<file path="src/rtl/signal_phase_controller_if.sv">
// Detector, push-button and lamp-driver signal bundle for signal_phase_controller.
// The master side drives requests and detects; the slave side is the controller.
interface signal_phase_controller_if #(
    parameter int unsigned NUM_PHASES = 4
);
    logic                  flash_req;
    logic [NUM_PHASES-1:0] veh_present;
    logic [NUM_PHASES-1:0] ped_req;
    logic [NUM_PHASES-1:0] red;
    logic [NUM_PHASES-1:0] yellow;
    logic [NUM_PHASES-1:0] green;
    logic [NUM_PHASES-1:0] ped_walk;
    logic [2:0]            active_phase;
    logic                  in_flash;

    modport master (
        output flash_req, veh_present, ped_req,
        input  red, yellow, green, ped_walk, active_phase, in_flash
    );

    modport slave (
        input  flash_req, veh_present, ped_req,
        output red, yellow, green, ped_walk, active_phase, in_flash
    );
endinterface

</file>
<file path="src/rtl/signal_phase_controller.sv">
// N-phase traffic signal controller: green/yellow/all-red rotation with demand
// skipping, rest-in-green, pedestrian WALK and red-flash mode.
module signal_phase_controller #(
    parameter int unsigned NUM_PHASES   = 4,
    parameter int unsigned TICK_DIV     = 100000000,
    parameter int unsigned GREEN_TICKS  = 10,
    parameter int unsigned YELLOW_TICKS = 3,
    parameter int unsigned ALLRED_TICKS = 1,
    parameter int unsigned WALK_TICKS   = 5,
    parameter int unsigned TIMER_W      = 32
) (
    input logic clk,
    input logic rst,
    signal_phase_controller_if.slave ctl
);
    typedef enum logic [1:0] {
        ST_ALL_RED,
        ST_GREEN,
        ST_YELLOW,
        ST_FLASH
    } state_t;

    state_t                state, state_nx;
    logic [2:0]            active_phase, active_nx;
    logic [2:0]            next_phase, next_nx;
    logic [TIMER_W-1:0]    prescaler, timer;
    logic [NUM_PHASES-1:0] ped_pending, ped_clr, demand, phase_oh, demand_sh;
    logic                  flash_on, walk_en, tick, entering_green, found;
    logic [2:0]            found_idx;
    int unsigned           idx;

    assign tick           = (prescaler == TIMER_W'(TICK_DIV - 1));
    assign demand         = ctl.veh_present | ped_pending;
    assign phase_oh       = NUM_PHASES'(1) << active_phase;
    assign entering_green = (state == ST_ALL_RED) && (state_nx == ST_GREEN);
    assign ped_clr        = entering_green ? (NUM_PHASES'(1) << next_phase) : '0;

    // Round-robin search from the phase after the active one; the active phase
    // itself is never a candidate, so its own latched ped call cannot end it.
    always_comb begin
        found     = 1'b0;
        found_idx = '0;
        idx       = 0;
        demand_sh = '0;
        for (int unsigned k = 1; k < NUM_PHASES; k++) begin
            idx       = (32'(active_phase) + k) % NUM_PHASES;
            demand_sh = demand >> idx;
            if (!found && demand_sh[0]) begin
                found     = 1'b1;
                found_idx = idx[2:0];
            end
        end
    end

    always_comb begin
        state_nx  = state;
        next_nx   = next_phase;
        active_nx = active_phase;
        case (state)
            ST_ALL_RED: begin
                if (tick && timer == TIMER_W'(ALLRED_TICKS - 1)) begin
                    if (ctl.flash_req) begin
                        state_nx = ST_FLASH;
                    end else begin
                        state_nx  = ST_GREEN;
                        active_nx = next_phase;
                    end
                end
            end
            ST_GREEN: begin
                if (tick) begin
                    if (ctl.flash_req) begin
                        state_nx = ST_YELLOW;
                    end else if (timer >= TIMER_W'(GREEN_TICKS - 1) && found) begin
                        state_nx = ST_YELLOW;
                        next_nx  = found_idx;
                    end
                end
            end
            ST_YELLOW: begin
                if (tick && timer == TIMER_W'(YELLOW_TICKS - 1)) begin
                    state_nx = ST_ALL_RED;
                end
            end
            ST_FLASH: begin
                if (!ctl.flash_req) begin
                    state_nx = ST_ALL_RED;
                    next_nx  = '0;
                end
            end
            default: state_nx = ST_ALL_RED;
        endcase
    end

    always_ff @(posedge clk) begin
        if (rst) begin
            state        <= ST_ALL_RED;
            active_phase <= '0;
            next_phase   <= '0;
            prescaler    <= '0;
            timer        <= '0;
            ped_pending  <= '0;
            flash_on     <= 1'b0;
            walk_en      <= 1'b0;
        end else begin
            state        <= state_nx;
            active_phase <= active_nx;
            next_phase   <= next_nx;
            // A request arriving on the entry cycle survives the clear.
            ped_pending  <= (ped_pending & ~ped_clr) | ctl.ped_req;
            if (entering_green) begin
                walk_en <= |(ped_pending & ped_clr);
            end
            if (state_nx != state) begin
                prescaler <= '0;
                timer     <= '0;
            end else if (tick) begin
                prescaler <= '0;
                // Green saturates one past its duration so rest also ends WALK.
                if (state == ST_GREEN) begin
                    if (timer != TIMER_W'(GREEN_TICKS)) begin
                        timer <= timer + 1'b1;
                    end
                end else if (state != ST_FLASH) begin
                    timer <= timer + 1'b1;
                end
            end else begin
                prescaler <= prescaler + 1'b1;
            end
            if (state_nx == ST_FLASH && state != ST_FLASH) begin
                flash_on <= 1'b0;
            end else if (state == ST_FLASH && tick) begin
                flash_on <= ~flash_on;
            end
        end
    end

    always_comb begin
        ctl.red      = '1;
        ctl.yellow   = '0;
        ctl.green    = '0;
        ctl.ped_walk = '0;
        case (state)
            ST_GREEN: begin
                ctl.green = phase_oh;
                ctl.red   = ~phase_oh;
                if (walk_en && timer < TIMER_W'(WALK_TICKS)) begin
                    ctl.ped_walk = phase_oh;
                end
            end
            ST_YELLOW: begin
                ctl.yellow = phase_oh;
                ctl.red    = ~phase_oh;
            end
            ST_FLASH: ctl.red = {NUM_PHASES{flash_on}};
            default:  ctl.red = '1;
        endcase
    end

    assign ctl.active_phase = active_phase;
    assign ctl.in_flash     = (state == ST_FLASH);
endmodule

</file>
<file path="src/flat_wrapper.sv">
// flat-port wrapper written by rule: the top's interface ports become plain ports
module signal_phase_controller_flat 
#(
    parameter int unsigned NUM_PHASES   = 4,
    parameter int unsigned TICK_DIV     = 100000000,
    parameter int unsigned GREEN_TICKS  = 10,
    parameter int unsigned YELLOW_TICKS = 3,
    parameter int unsigned ALLRED_TICKS = 1,
    parameter int unsigned WALK_TICKS   = 5,
    parameter int unsigned TIMER_W      = 32
)
  (clk, rst, ctl_flash_req, ctl_veh_present, ctl_ped_req, ctl_red, ctl_yellow, ctl_green, ctl_ped_walk, ctl_active_phase, ctl_in_flash);
  signal_phase_controller_if #(.NUM_PHASES(NUM_PHASES)) ctl_i ();
  input logic clk;
  input logic rst;
  input wire logic [$bits(ctl_i.flash_req)-1:0] ctl_flash_req;
  input wire logic [$bits(ctl_i.veh_present)-1:0] ctl_veh_present;
  input wire logic [$bits(ctl_i.ped_req)-1:0] ctl_ped_req;
  output wire logic [$bits(ctl_i.red)-1:0] ctl_red;
  output wire logic [$bits(ctl_i.yellow)-1:0] ctl_yellow;
  output wire logic [$bits(ctl_i.green)-1:0] ctl_green;
  output wire logic [$bits(ctl_i.ped_walk)-1:0] ctl_ped_walk;
  output wire logic [$bits(ctl_i.active_phase)-1:0] ctl_active_phase;
  output wire logic [$bits(ctl_i.in_flash)-1:0] ctl_in_flash;
  assign ctl_i.flash_req = ctl_flash_req;
  assign ctl_i.veh_present = ctl_veh_present;
  assign ctl_i.ped_req = ctl_ped_req;
  assign ctl_red = ctl_i.red;
  assign ctl_yellow = ctl_i.yellow;
  assign ctl_green = ctl_i.green;
  assign ctl_ped_walk = ctl_i.ped_walk;
  assign ctl_active_phase = ctl_i.active_phase;
  assign ctl_in_flash = ctl_i.in_flash;
  signal_phase_controller #(.NUM_PHASES(NUM_PHASES), .TICK_DIV(TICK_DIV), .GREEN_TICKS(GREEN_TICKS), .YELLOW_TICKS(YELLOW_TICKS), .ALLRED_TICKS(ALLRED_TICKS), .WALK_TICKS(WALK_TICKS), .TIMER_W(TIMER_W)) u_core (.clk(clk), .rst(rst), .ctl(ctl_i));
endmodule
</file>
<file path="config.mk">
export PLATFORM = sky130hd
export DESIGN_NAME = signal_phase_controller_flat
export DESIGN_NICKNAME = d
export VERILOG_FILES = /design/src/rtl/signal_phase_controller_if.sv /design/src/rtl/signal_phase_controller.sv /design/src/flat_wrapper.sv
export SDC_FILE = /design/constraint.sdc
export NUM_CORES = 1
export LEC_CHECK = 0
export ABC_AREA = 1
export CAP_MARGIN = 30
export CELL_PAD_IN_SITES_DETAIL_PLACEMENT = 1
export CELL_PAD_IN_SITES_GLOBAL_PLACEMENT = 1
export CORE_ASPECT_RATIO = 0.8
export CORE_MARGIN = 2
export CORE_UTILIZATION = 37
export CTS_BUF_LIST = sky130_fd_sc_hd__clkbuf_8
export CTS_CLUSTER_DIAMETER = 30
export DETAILED_ROUTE_END_ITERATION = 8
export GPL_TIMING_DRIVEN = 0
export PLACE_DENSITY = 0.82
export SLEW_MARGIN = 0
export SYNTH_ARGS = -nofsm -noshare
export SYNTH_HDL_FRONTEND = slang
export SYNTH_SLANG_ARGS = --single-unit
</file>
<file path="constraint.sdc">
create_clock -name clk -period 2.28 [get_ports clk]
set_input_delay 0.456 -clock clk [delete_from_list [all_inputs] [get_ports clk]]
set_output_delay 0.456 -clock clk [all_outputs]
set_load 0.03 [all_outputs]
</file>
==> run_results.csv, run 1 <==
group,metric,value,unit
run_status,status,"finished, violations left",
run_status,violations,"setup timing",
timing,rsz0062_at_grt,"yes",
critical_path,crit_chain,"clkdlybuf4s50_1 > nor2_2 > nand2_1 > nand2_1 > nand2_1 > nand2_1 > nand3_4 > nand3_4 > nand3_1 > nand3_2 > nand2_1 > a21oi_4 > nand3_4 > buf_6 > nor2_1",
cts,clkLatencyLatePin,0.38,ns
critical_path,critPathRequiredTime,2.60,ns
placed_design,dpl.hpwl,11.2,mm
critical_path,end_kind,"flip-flop",
final_layout,num-nets-final,928,
synthesis,synth-seq-cells,76,
drt,drtIter0Drc,246,
synthesis,yosys_warnings,0,
synthesis,yosys.area_share.xor_xnor,10.5,%
synthesis,synthAdderAreaFrac,3.38,%
timing,hold_viol_final,0,
floorplan,fp.dieH,110,µm
critical_path,cp_top_family,"simple AND/OR/NAND/NOR gates",
cts,root_buffer,"clkbuf_8",
critical_path,r2r_start,"u_core.ctl.active_phase[0]",
floorplan,dieArea,15000,µm²
synthesis,synth.mux.area_fraction,0.193,%
timing,period_share,103,%
flow_run,drv_cap,0,
global_route,grt-ovfl-total,0,
drt,via_per_inst,4.88,
global_route,grt_pass1_wl,25.3,mm
final_layout,multi_input_area,3340,µm²
synthesis,syn-cell-area,5180,µm²
critical_path,path_class,"input pin to flip-flop",
synthesis,synth.avg_cell_area,6.27,µm²
synthesis,synthesis.instances,826,
floorplan,die_w,136,µm
final_layout,drive_above_1_share,22.6,%
drt,vias,5310,
critical_path,start_kind,"input pin",
drt,first_pass_iters,4,
cts,cts_sinks,76,
pwr,p_leak,2.77,nW
critical_path,critPathLaunch,"ctl_veh_present[2]",
final_layout,fillers,1801,
timing,setup_ws,-0.0777,ns
global_route,antenna_found_initial,0,
pwr,p_per_area,427,nW/µm²
critical_path,crit_end,"u_core.prescaler[21]",
cts,clk_path_buf_depth,2,
floorplan,row_count,38,
global_route,grt_max_degree,14,
critical_path,arrival,2.67,ns
critical_path,crit_path_top_delay_cell,"clkdlybuf4s50_1",
global_route,grt_pass1_vias,5189,
placed_design,place_congestion,0.874,
drt,finalWirelength,16.3,mm
critical_path,cp_num_cells,15,
floorplan,coreArea,13600,µm²
timing,setup_viol,45,
floorplan,initial_core_util,38.1,%
critical_path,rr_worst_depth,15,
final_layout,seq_area,1570,µm²
timing,skew,0.0144,ns
timing,period_needed,2.36,ns
critical_path,rr_endpoint,"u_core.prescaler[21]",
final_layout,post-route-util,49.4,%
critical_path,crit_path_max_fanout,10,
placed_design,dp_cells,1035,
critical_path,critical_path.most_common_cell,"nand2_1",
timing,worstMarginPinSlew,0.528,ns
critical_path,slowest_delay,0.43,ns
global_route,grt_usage,21.4,%
floorplan,ios,31,
final_layout,diodes,0,
final_layout,stdcell_count,1088,
synthesis,synth_cell_types,37,
placed_design,portBuffers,29,
synthesis,synth_top_family_by_area,"simple AND/OR/NAND/NOR gates",
timing,slew_violations,0,
cts,cts_buffers,9,
timing,hold_ws,0.538,ns
drt,drc,0,
critical_path,crit_buf_inv,2,
cts,htree_num_levels,3,
synthesis,syn_nets,851,
synthesis,seq_area_frac_synth,29.4,%
cts,cts_tree,"done",
final_layout,syn_to_final_growth,29.8,%
drt,drtAntennaViolNets,0,
pwr,ir_drop,0.311,mV
worst_hold_path,hold_class,"flip-flop to flip-flop",
cts,clk_pin_slew,0.09,ns
synthesis,synth_compound_gate_area_share,5.10,%
synthesis,synthSimpleGateAreaFrac,38.5,%
cts,cts_hold_buffers,0,
timing,fmax,0.424,GHz
critical_path,worst-r2r-setup-slack,-0.07,ns
placed_design,pre_cts_ws,-0.429,ns
timing,max_slew_margin,64.5,%
drt,routedWlPerCell,15.0,µm
worst reg2reg max path, cell delays in order (launching register included):
cell and delay [ns]:
dfxtp_2 0.34, buf_8 0.12, inv_4 0.08, ha_4 0.22, inv_2 0.07, nand2_1 0.07
nand2_1 0.11, nand3_4 0.12, nand3_4 0.12, nand3_1 0.08, nand3_2 0.10, nand2_1 0.09
a21oi_4 0.25, nand3_4 0.21, buf_6 0.21, nor2_1 0.09
final cells by class:
type,count,share of cell area [%]
Timing Repair Buffer,66,8.83
Inverter,147,8.32
Clock inverter,7,2.05
Clock buffer,9,1.84
Buffer,14,2.51
Sequential cell,76,23.4
Tap cell,180,3.35
Multi-Input combinational cell,589,49.7
sequential cells by signal, indices dropped and copies added (netlist names):
| name | cells |
|---|---|
| u_core.next_phase | 2 |
| u_core.timer | 32 |
| u_core.walk_en | 1 |
| u_core.ctl.active_phase | 2 |
| u_core.flash_on | 1 |
| u_core.prescaler | 32 |
| u_core.state | 2 |
| u_core.ped_pending | 4 |
worst min path at each step:
stage                          end                 from  slack (ns)  depth (start not counted)
4_1_cts        u_core.prescaler[0]  u_core.prescaler[0]        0.53                          2
3_5_place_dp   u_core.prescaler[0]  u_core.prescaler[0]        0.44                          1
3_3_place_gp   u_core.prescaler[0]  u_core.prescaler[0]        0.44                          1
5_1_grt        u_core.prescaler[0]  u_core.prescaler[0]        0.56                          2
6_report       u_core.prescaler[0]  u_core.prescaler[0]        0.54                          2
2_1_floorplan  u_core.prescaler[0]  u_core.prescaler[0]        0.42                          1
report_power, final:
| part | switching (W) | internal (W) |
|---|---|---|
| Combinational | 0.0000720 | 0.0000715 |
| Clock | 0.000552 | 0.000836 |
| Sequential | 0.0000122 | 0.00133 |
cell usage in the layout (no fill, tap or decap), types with 11 or more instances in the layout:
| cell | n |
|---|---|
| nand2_1 | 166 |
| nor2_1 | 141 |
| inv_1 | 134 |
| xor2_1 | 50 |
| dfxtp_1 | 49 |
| buf_4 | 33 |
| nor2_2 | 32 |
| nand3_1 | 29 |
| nand4_1 | 26 |
| dfxtp_2 | 21 |
| o21ai_0 | 20 |
| nor3_1 | 20 |
| xnor2_1 | 12 |
| clkdlybuf4s50_1 | 12 |
| inv_2 | 11 |
| nand2_2 | 11 |
| nand3_2 | 11 |
per-layer routing:
metal  global-route usage [%]  share of wire (%)  vias up
li1                         -                  -     2696
met1                     28.3                 48     2517
met2                     36.2                 48       78
met3                     3.92                3.3       19
met4                     5.28                1.3        0
met5                        0                  0        -
logic make-up after synthesis:
| group | after synthesis |
|---|---|
| simple gates | 463 |
| buf+inv | 161 |
| flops | 76 |
| xor+xnor | 62 |
| compound gates | 48 |
| fa+ha+maj | 14 |
| other cells | 1 |
| mux | 1 |
synth_stat cells:
cell,n,area share (%)
nor4_1,6,0.73
nand2_2,5,0.60
nand2_1,175,13
conb_1,1,0.072
clkbuf_2,1,0.097
inv_2,2,0.15
buf_2,3,0.29
dfxtp_1,76,29
and3_1,1,0.12
a211oi_1,2,0.29
mux2i_1,1,0.19
nor2_4,1,0.22
nand3_4,1,0.34
o21ai_2,1,0.17
xnor2_1,12,2.0
buf_6,3,0.65
o21ai_0,29,2.8
buf_4,1,0.15
nor2_1,174,13
nor3_2,1,0.19
inv_1,145,11
clkbuf_8,3,0.80
a31oi_1,1,0.12
o221ai_1,1,0.17
xor2_1,50,8.5
nand4_1,26,3.1
nor2_2,8,0.97
nor3_1,21,2.0
nand3_2,4,0.77
o2111ai_1,1,0.17
o211ai_1,1,0.15
ha_1,14,3.4
a21oi_2,1,0.17
nand3_1,39,3.8
clkbuf_1,3,0.22
nor3_4,1,0.31
a21oi_1,11,1.1
per-stage QoR:
step | instance area, µm² | power (W) | setup TNS [ns]
2_1_floorplan | 5180 | 0.00143 | 0
3_3_place_gp | 5690 | 0.00147 | -21.57
3_5_place_dp | 5690 | 0.00147 | -24.78
4_1_cts | 6310 | 0.00289 | -1.50
5_1_grt | 6720 | 0.00298 | -10.94
6_report | 6720 | 0.00287 | -1.84
what timing repair did:
action                                 in CTS  in global routing
gates cloned                                4                  1
pin swaps                                  15                 32
endpoints found under the hold margin       0                  0
buffers inserted                            9                 23
setup endpoints to repair                  87                 85
resized for setup                         116                107
Note: power is estimated with default switching activity, not from simulation.
==> run 2, diff against run 1 <==
SKIP_CTS_REPAIR_TIMING = 1   (was default)
==> run 2 against run 1 <==
Effect of this change:
- the run still ends with setup timing left
- routed wire length is 8.1% lower
- sequential share of layout area rose by 1.1 points
- global-route usage down 1.2 points
- die area did not move
- utilization down 2.9 points
- sequential cell count is the same
- worst setup slack worse by 0.039 ns
- worst hold slack got worse by 0.11 ns
- critical endpoint is now ctl_ped_walk[0]
- largest cell class unchanged
- largest power group unchanged
- highest routed layer unchanged
==> run_results.csv, run 2 (same netlist as run 1, synthesis figures left out) <==
group,metric,value,unit
floorplan,die_w,136,µm
cts,htree_num_levels,3,
worst_hold_path,hp-start,"u_core.prescaler[0]",
critical_path,crit_path_max_fanout,4,
drt,first_pass_iters,4,
drt,via_per_inst,4.76,
worst_hold_path,hold_class,"flip-flop to flip-flop",
run_status,status,"finished, violations left",
final_layout,design_area,6320,µm²
placed_design,dp_cells,1035,
placed_design,place_area,5690,µm²
drt,drtIter0Drc,228,
global_route,grt_pass1_vias,4934,
cts,cts_tree,"done",
critical_path,rr_worst_depth,14,
critical_path,end_kind,"output pin",
global_route,busiest_layer,"met2",
timing,rsz0062_at_grt,"yes",
floorplan,dieArea,15000,µm²
cts,cts_sinks,76,
critical_path,rr_endpoint,"u_core.walk_en",
flow_run,drv_cap,0,
timing,fmax,0.417,GHz
critical_path,r2r_start,"u_core.prescaler[0]",
floorplan,coreArea,13600,µm²
pwr,p_leak,2.70,nW
drt,vias,5104,
drt,finalWirelength,15.0,mm
cts,clk_pin_slew,0.08,ns
pwr,clock_power_share,48.9,%
global_route,antenna_found_initial,0,
pwr,power_switching,0.000610,W
drt,drtAntennaViolNets,0,
cts,clkLatencyLatePin,0.37,ns
timing,setup_viol,66,
global_route,met3_usage,3.78,%
drt,routedWlPerCell,14.0,µm
global_route,grt_max_degree,14,
final_layout,drive_above_1_share,15.7,%
timing,hold_ws,0.427,ns
floorplan,fp.dieH,110,µm
timing,period_share,105,%
critical_path,critPathLaunch,"u_core.timer[17]",
pwr,p_int,0.00221,W
timing,slew_violations,0,
final_layout,layout_common_cells,"nand2_1, nor2_1, inv_1",
critical_path,arrival,1.94,ns
drt,drc,0,
pwr,swShare,21.6,%
final_layout,diodes,0,
pwr,ir_drop,0.318,mV
pwr,seqPwrFrac,47.5,%
timing,hold_viol_final,0,
global_route,met1_usage,27.3,%
final_layout,reg_top3,"u_core.prescaler x32, u_core.timer x32, u_core.ped_pending x4",
run_status,violations,"setup timing",
cts,root_buffer,"clkbuf_8",
timing,worstMarginPinSlew,0.502,ns
critical_path,path_class,"flip-flop to output pin",
timing,setup_ws,-0.117,ns
critical_path,start_kind,"flip-flop",
pwr,combPwrFrac,3.6,%
critical_path,worst-r2r-setup-slack,-0.08,ns
placed_design,dpl.hpwl,11.2,mm
final_layout,layout_commonest_cell,"nand2_1",
final_layout,stdcell_count,1072,
final_layout,syn_to_final_growth,22.1,%
cts,cts_buffers,9,
critical_path,critPathRequiredTime,1.82,ns
global_route,grt_usage,20.2,%
floorplan,ios,31,
cts,clk_path_buf_depth,2,
floorplan,row_count,38,
timing,max_slew_margin,66.3,%
timing,skew,0.0150,ns
placed_design,place_congestion,0.874,
placed_design,portBuffers,29,
timing,period_needed,2.40,ns
floorplan,initial_core_util,38.1,%
critical_path,crit_end,"ctl_ped_walk[0]",
pwr,p_per_area,447,nW/µm²
final_layout,num-nets-final,912,
global_route,grt_pass1_wl,23.8,mm
global_route,grt_util_met2,33.4,%
global_route,grt-ovfl-total,0,
==> run 2: worst min-delay path by stage <==
stage,to,slack [ns],cells after the start
2_1_floorplan,u_core.prescaler[0],0.42,1
3_3_place_gp,u_core.prescaler[0],0.44,1
3_5_place_dp,u_core.prescaler[0],0.44,1
4_1_cts,u_core.prescaler[0],0.47,1
5_1_grt,u_core.prescaler[0],0.46,1
6_report,u_core.prescaler[0],0.43,1
==> run 2: per-layer routing <==
metal | share of wire, % | routed length (µm)
met5 | 0 | 0
met4 | 1.2 | 185
met3 | 3.2 | 476
met2 | 46 | 6870
met1 | 50 | 7460
==> run 2: final cells by class <==
class | count | area [µm²]
buffer | 14 | 136
clock buffer | 9 | 124
clock inverter | 7 | 138
fill | 1826 | 7280
inverter | 147 | 552
multi-input combinational | 589 | 3170
sequential | 76 | 1550
tap | 180 | 225
timing repair buffer | 50 | 430
==> run 2: per-stage QoR <==
step | setup slack (ns) | TNS, ns | utilization [%] | power [W]
after floorplan | 0.0367 | 0 | - | 0.00143
after global placement | -0.385 | -21.57 | 41.9 | 0.00147
final | -0.117 | -2.58 | 46.5 | 0.00282
after CTS | -0.795 | -27.29 | 43.8 | 0.00286
after global routing | -0.276 | -15.61 | 46.5 | 0.00294
after detailed placement | -0.429 | -24.78 | 41.9 | 0.00147
==> run 2: power groups by stage <==
stage,clock network (W),registers (W),logic (W)
final,0.00138,0.00134,0.000103
after global routing,0.00148,0.00134,0.000113
after CTS,0.00142,0.00134,0.0000981
after detailed placement,0,0.00137,0.0000970
after global placement,0,0.00137,0.0000965
after floorplan,0,0.00137,0.0000617
==> run 2: worst max-delay path, stage by stage (launching register included) <==
cell and delay, ns:
dfxtp_4 0.36, nor2_4 0.11, nand3_2 0.10, nor2_4 0.16
nand2_4 0.09, nor3_4 0.24, o2111ai_4 0.19, nor2_1 0.12
clkbuf_4 0.19
==> run 3, diff against run 2 <==
CTS_BUF_LIST = sky130_fd_sc_hd__clkbuf_16   (was sky130_fd_sc_hd__clkbuf_8)
CTS_CLUSTER_DIAMETER = 40   (was 30)
SKIP_CTS_REPAIR_TIMING = default   (was 1)
==> run 3 against run 2 <==
Effect of this change:
- the flow still finishes with violations (setup timing)
- count of clock-buffer cells in the layout unchanged
- critical path depth increased by 8
- non-clock buffer count increased by 21
- cell count increased by 2.0%
- via count increased by 7.3%
- critical path type is now input pin to flip-flop
- largest cell class unchanged
==> run_results.csv, run 3 (same netlist as run 1, synthesis figures left out) <==
group,metric,value,unit
run_status,status,"finished, violations left",
run_status,violations,"setup timing",
pwr,p_leak,2.89,nW
cts,cts_buffers,9,
final_layout,layout_commonest_cell,"nand2_1",
floorplan,initial_core_util,38.1,%
critical_path,crit_path_max_fanout,8,
floorplan,dieArea,15000,µm²
drt,via_per_inst,5.01,
cts,clk_pin_slew,0.06,ns
final_layout,diodes,0,
critical_path,worst-r2r-setup-slack,-0.14,ns
critical_path,path_class,"input pin to flip-flop",
placed_design,portBuffers,29,
pwr,p_per_area,472,nW/µm²
worst_hold_path,min_to,"u_core.prescaler[0]",
placed_design,place_area,5690,µm²
floorplan,fp.dieH,110,µm
floorplan,ios,31,
drt,routedWlPerCell,17.1,µm
final_layout,syn_to_final_growth,35.4,%
drt,drc,0,
timing,period_needed,2.49,ns
drt,finalWirelength,18.7,mm
cts,clkLatencyLatePin,0.35,ns
critical_path,rr_worst_depth,12,
timing,period_share,109,%
critical_path,cp_top_family,"simple AND/OR/NAND/NOR gates",
cts,htree_num_levels,3,
timing,slew_violations,0,
critical_path,r2r_start,"u_core.prescaler[28]",
timing,fmax,0.402,GHz
final_layout,drive_above_1_share,25.3,%
placed_design,place_congestion,0.874,
global_route,antenna_found_initial,0,
timing,max_slew_margin,65.6,%
critical_path,crit_buf_inv,3,
cts,clk_path_buf_depth,2,
global_route,grt_usage,22.3,%
floorplan,die_w,136,µm
cts,cts_sinks,76,
critical_path,start_kind,"input pin",
worst_hold_path,hold_class,"flip-flop to flip-flop",
critical_path,arrival,2.76,ns
drt,drtIter0Drc,297,
worst_hold_path,min_delay_path_depth,1,
placed_design,dpl.hpwl,11.2,mm
critical_path,crit_chain,"clkdlybuf4s50_1 > nor2_2 > nand2_1 > nand2_1 > nand2_1 > nand2_2 > nand3_4 > nand3_4 > nand3_2 > nand3_2 > nand2_2 > a21oi_4 > buf_12 > nand2_8 > clkbuf_16 > nor2_1",
pwr,ir_drop,0.326,mV
floorplan,coreArea,13600,µm²
drt,vias,5478,
critical_path,critical_path.most_common_cell,"nand2_1",
floorplan,row_count,38,
timing,skew,0.00904,ns
critical_path,end_kind,"flip-flop",
timing,worstMarginPinSlew,0.511,ns
global_route,grt_pass1_wl,26.2,mm
timing,setup_ws,-0.205,ns
critical_path,slowest_delay,0.44,ns
global_route,grt_pass1_vias,5227,
timing,rsz0062_at_grt,"yes",
drt,drtAntennaViolNets,0,
drt,first_pass_iters,4,
timing,setup_viol,72,
cts,root_buffer,"clkbuf_16",
final_layout,reg_top3,"u_core.prescaler x32, u_core.timer x32, u_core.ped_pending x4",
timing,hold_viol_final,0,
final_layout,num-nets-final,933,
critical_path,crit_path_top_delay_cell,"clkdlybuf4s50_1",
cts,cts_tree,"done",
critical_path,rr_endpoint,"u_core.timer[0]",
final_layout,design_area,7010,µm²
final_layout,layout_common_cells,"nand2_1, inv_1, nor2_1",
global_route,grt_max_degree,14,
pwr,total_power,0.00331,W
timing,hold_ws,0.460,ns
critical_path,critPathRequiredTime,2.55,ns
global_route,grt-ovfl-total,0,
flow_run,drv_cap,0,
worst_hold_path,hp-start,"u_core.prescaler[0]",
## run 3: cell count changes in the layout (fill, tap and decap cells not counted), sizes merged
cell | previous run | this run
dlymetal6s2s | 6 | 1
dlygate4sd2 | 0 | 5
clkinvlp | 0 | 1
inv | 149 | 148
buf | 34 | 53
bufbuf | 0 | 1
clkdlybuf4s15 | 0 | 1
## run 3: worst max-delay path by stage
stage,from,to,depth (start not counted)
CTS,u_core.prescaler[0],u_core.timer[0],12
global placement,ctl_veh_present[3],u_core.timer[26],15
finish,ctl_veh_present[1],u_core.timer[0],16
floorplan,u_core.ctl.active_phase[0],u_core.timer[0],15
global route,u_core.timer[0],u_core.timer[0],16
detailed placement,ctl_veh_present[0],u_core.timer[11],15
## run 3: worst register-to-register path: stages (launching register included)
cell and delay, ns:
dfxtp_1 0.36, nor2_1 0.25, nand3_1 0.15, nor2_1 0.17, nand4_1 0.20, nor2_2 0.18, nand2_2 0.11, o21ai_4 0.25
a21oi_4 0.14, buf_12 0.15, nand2_8 0.13, clkbuf_16 0.18, nor2_1 0.05
## run 3: report_power, final
part           internal (W)  switching [W]  total [W]
Clock               0.00118       0.000614    0.00179
Combinational     0.0000866      0.0000819   0.000169
Sequential          0.00133      0.0000133    0.00134
Total               0.00260       0.000710    0.00331
## run 3: layer usage
layer  GRT usage [%]  part of all wire [%]  vias to the layer above  routed length (µm)
met5               0                     0                        -                   0
met4            6.25                   3.1                        0                 584
met3            4.61                   4.1                       45                 766
met2            37.6                    48                      113                9010
met1            29.0                    44                     2619                8300
li1                -                     -                     2701                   -
## run 3: per-stage QoR
stage                     setup TNS [ns]  setup WS (ns)  util (%)  cells
final                             -10.31         -0.205      51.5   1093
after global routing              -15.03         -0.266      51.5   1093
after CTS                          -3.25        -0.0657      47.5   1066
after detailed placement          -24.78         -0.429      41.9   1035
after global placement            -21.57         -0.385      41.9   1035
after floorplan                        0         0.0367         -    826
## run 3: cell type report
type                    count  area, µm²
flip-flops and latches     76       1570
fillers                  1744       6590
well taps                 180        225
repair buffers             71        686
clock inverters             7        138
clock buffers               9        225
plain buffers              14        176
multi-input cells         589       3430
inverters                 147        561
## run 3: repair_timing
action / 4_1_cts / 5_1_grt
gates cloned: 5 / 1
pin swaps: 16 / 41
hold buffers: 0 / 0
buffers inserted: 10 / 27
setup endpoints to repair: 87 / 83
resized for setup: 109 / 132
